[src/rtl/param_const_checker_pkg.sv]
// Shared types and default constants for the parameterized-constant checker.
package param_check_pkg;

    typedef enum logic [1:0] {
        ST_IDLE   = 2'd0,
        ST_SETTLE = 2'd1,
        ST_PASS   = 2'd2,
        ST_FAIL   = 2'd3
    } state_e;

    localparam int unsigned SETTLE_DEF  = 4;
    localparam int unsigned TIMEOUT_DEF = 32;
    localparam int unsigned CNT_W_DEF   = 8;

endpackage

[src/rtl/param_const_checker_stable_counter.sv]
// Tracks the most recent sample and the length of the current run of equal samples.
module stable_counter
    import param_check_pkg::*;
#(
    parameter int unsigned W      = 2,
    parameter int unsigned SETTLE = SETTLE_DEF
) (
    input  logic         clk,
    input  logic         rst_n,
    input  logic         clr,
    input  logic         en,
    input  logic [W-1:0] val,
    output logic [W-1:0] last_val,
    output logic         stable
);

    localparam int unsigned RW = $clog2(SETTLE + 1);

    logic [RW-1:0] run_cnt;

    assign stable = (run_cnt == RW'(SETTLE));

    always_ff @(posedge clk or negedge rst_n) begin
        if (!rst_n) begin
            run_cnt  <= '0;
            last_val <= '0;
        end else if (clr) begin
            run_cnt <= '0;
        end else if (en) begin
            // run length saturates at SETTLE so it cannot wrap after the verdict
            if (run_cnt == '0 || val == last_val) begin
                if (!stable) run_cnt <= run_cnt + 1'b1;
            end else begin
                run_cnt <= RW'(1);
            end
            last_val <= val;
        end
    end

endmodule

[config.mk]
export PLATFORM = sky130hd
export DESIGN_NAME = stable_counter
export DESIGN_NICKNAME = d
export VERILOG_FILES = /design/src/rtl/param_const_checker_pkg.sv /design/src/rtl/param_const_checker_stable_counter.sv
export SDC_FILE = /design/constraint.sdc
export NUM_CORES = 1
export LEC_CHECK = 0
export CAP_MARGIN = 15
export CORE_AREA = 2 2 39 41
export CTS_CLUSTER_SIZE = 20
export DETAILED_ROUTE_END_ITERATION = 10
export DIE_AREA = 0 0 41 43
export GPL_TIMING_DRIVEN = 0
export PLACE_DENSITY = 0.58
export REMOVE_ABC_BUFFERS = 1
export SYNTH_ARGS = -nofsm -noshare
export SYNTH_HDL_FRONTEND = slang
export SYNTH_SLANG_ARGS = --single-unit
[constraint.sdc]
create_clock -name clk -period 1.4 [get_ports clk]
set_input_delay 0.28 -clock clk [delete_from_list [all_inputs] [get_ports clk]]
set_output_delay 0.28 -clock clk [all_outputs]
set_load 0.1 [all_outputs]
==> impl_metrics.env <==
export IMPL_status="complete, but fails checks"
export IMPL_failed_checks="negative setup slack"
export IMPL_yosys_warnings=0
export IMPL_clock_sinks=5
export IMPL_overflow=0
export IMPL_clk_latency_ns=0.24
export IMPL_required_ns=1.12
export IMPL_grt_pass1_vias=301
export IMPL_path_class="reg -> out"
export IMPL_start_kind="flop"
export IMPL_total_power_mw=0.608
export IMPL_hold_viol=0
export IMPL_drtPass1Iterations=1
export IMPL_r2r_setup_slack_ns=0.08
export IMPL_syn2layout_area_growth_pct=47.8
export IMPL_synth_flop_cell="dfrtp_1"
export IMPL_ys_types=24
export IMPL_die_x_um=41
export IMPL_place_congestion=0.603
export IMPL_arrival_ns=1.14
export IMPL_numPortBuffers=8
export IMPL_hold_path_class="in -> async"
export IMPL_vias=318
export IMPL_reg2reg_depth=6
export IMPL_rsz0062_at_grt="true"
export IMPL_cap_violations=0
export IMPL_fillers=142
export IMPL_cts_tree="yes"
export IMPL_timing_rr_start="run_cnt[1]$_DFFE_PN0P_"
export IMPL_timing_final_crit_share_pct=101
export IMPL_cp_slowest_stage_delay_ns=0.39
export IMPL_yosys_area_top_type="dfrtp_1"
export IMPL_ys_top_cells_by_area="dfrtp_1 34%, ha_1 6.8%, mux2_1 6.1%"
export IMPL_diodes=0
export IMPL_maxSlewViolCount=0
export IMPL_cts_root_buf="clkbuf_4"
export IMPL_htree_num_levels=1
export IMPL_antenna_found_initial=0
export IMPL_syn_inst=36
export IMPL_avgSynthCellArea_um2=10.2
export IMPL_grt_max_degree=9
export IMPL_grt_pass1_wl_um=1160
export IMPL_io_pins=9
export IMPL_num_nets_final=60
export IMPL_leakage_nw=0.227
export IMPL_min_period_ns=1.42
export IMPL_core_um2=1380
export IMPL_drt_vias_per_instance=4.75
export IMPL_rows=14
export IMPL_mappedNetlistArea_um2=367
export IMPL_r2r_end="run_cnt[1]$_DFFE_PN0P_"
export IMPL_ys_ff_latch=5
export IMPL_slew_headroom_pct=68.1
export IMPL_drcViolationCount=0
export IMPL_irDropWorstVdd_mv=0.451
export IMPL_routed_wl_um=729
export IMPL_ctsHoldBuffers=0
export IMPL_placed_area_um2=467
export IMPL_start_util_pct=26.5
export IMPL_dp_worst_setup_slack_ns=-0.939
export IMPL_ys_async_sr_fraction_pct=100
export IMPL_drt_iter0_drc=0
export IMPL_synth_edff_count=0
export IMPL_final_util_pct=39.2
export IMPL_die_area_um2=1760
export IMPL_layout_drive_gt1_share_pct=35.3
export IMPL_power_density_nw_per_um2=1120
export IMPL_synth_most_common_cell="dfrtp_1"
export IMPL_clk_pin_slew_ns=0.04
export IMPL_cpMaxStageDelayCell="dfrtp_1"
export IMPL_end_kind="output pin"
export IMPL_wl_per_cell_um=10.9
export IMPL_grt_use_total_pct=10.2
export IMPL_setup_tns_final_ns=-0.0209
export IMPL_yosysTopAreaCellShare_pct=34.1
export IMPL_final_area_um2=542
export IMPL_seq_area_frac_synth_pct=34.1
export IMPL_cts_buffers=3
export IMPL_fmaxAchievable_ghz=0.704
export IMPL_ant_nets=0
export IMPL_cp_cell_sequence="inv_2 -> ha_4 -> and2_4 -> buf_12"
export IMPL_path_max_fanout=2
export IMPL_fin_ws_ns=-0.0209
export IMPL_hpwlAfterDp_um=558
export IMPL_finClkSkew_ns=0.00122
export IMPL_clk_path_buf_depth=2
export IMPL_finalSetupViolations=1
export IMPL_dieHeight_um=43
export IMPL_worstMarginPinSlew_ns=0.483
## metal layers
layer | GRT usage [%] | vias to the layer above | part of all wire, %
met2 | 13.1 | 4 | 48
met3 | 1.57 | 0 | 3.6
met1 | 13.5 | 151 | 48
li1 | - | 163 | -
met4 | 10.0 | 0 | 0
met5 | 0 | - | 0
## through the flow
stage	hold slack, ns	cells
3_5_place_dp	0.517	60
4_1_cts	0.255	67
5_1_grt	0.276	67
2_1_floorplan	-0.0156	36
6_report	0.258	67
3_3_place_gp	0.506	60
## how the worst max path moves through the flow
| stage | startpoint | to | slack [ns] | cells after the start |
|---|---|---|---|---|
| after floorplan | run_cnt[0]$_DFFE_PN0P_ | stable | -0.38 | 3 |
| final | run_cnt[1]$_DFFE_PN0P_ | stable | -0.02 | 4 |
| after global routing | run_cnt[1]$_DFFE_PN0P_ | stable | -0.07 | 4 |
| after CTS | run_cnt[1]$_DFFE_PN0P_ | stable | -0.04 | 4 |
| after global placement | run_cnt[0]$_DFFE_PN0P_ | stable | -0.94 | 4 |
| after detailed placement | run_cnt[0]$_DFFE_PN0P_ | stable | -0.94 | 4 |
## flip-flops by register name, summed over array words and instances (netlist names)
| name | flops |
|---|---|
| run_cnt | 3 |
| last_val | 2 |
## layout make-up
type | count | area (um2) | share of cell area [%]
clock buffer | 4 | 26.3 | 4.85
inverter | 3 | 11.3 | 2.08
multi-input combinational | 28 | 251 | 46.4
sequential | 5 | 125 | 23.1
tap | 16 | 20.0 | 3.70
timing repair buffer | 11 | 108 | 19.9
## timing repair
item	CTS	global route
pin swaps	1	0
gates resized for setup	25	2
setup endpoints to repair	4	5
buffers inserted	3	0
gates cloned	0	0
## critical path, delay by kind of cell, from the launching register on
family	cells	cell delay (ns)
fa+ha+maj	1	0.13
flops	1	0.39
buf+inv	2	0.25
simple gates	1	0.14
## kinds of logic after synthesis
| kind of cell | synth area share, % |
|---|---|
| AND/OR/NAND/NOR | 18.4 |
| AO/OA/AOI/OAI | 19.1 |
| flip-flops | 34.1 |
| XOR/XNOR | 9.56 |
| buffers and inverters | 3.07 |
| multiplexers | 8.87 |
| adder cells (fa/ha/maj) | 6.82 |
## where the power goes
group          total (mW)  switching [mW]  internal, mW  leakage (nW)
combinational       0.265           0.160         0.105         0.148
clock               0.161          0.0532         0.107        0.0150
sequential          0.183          0.0197         0.163        0.0634
total               0.608           0.233         0.375         0.227
## placed cells by master, fill, tap and decap left out, types with 2 or more instances in the layout
cell type and count:
mux2_1 2, nand3b_1 2, clkdlybuf4s50_1 4, nor2_1 2, xor2_1 2, dfrtp_1 5
clkbuf_4 4, inv_2 3, buf_4 3, nand2_1 2, xnor2_1 2
Power figures use the tool's default switching activity.
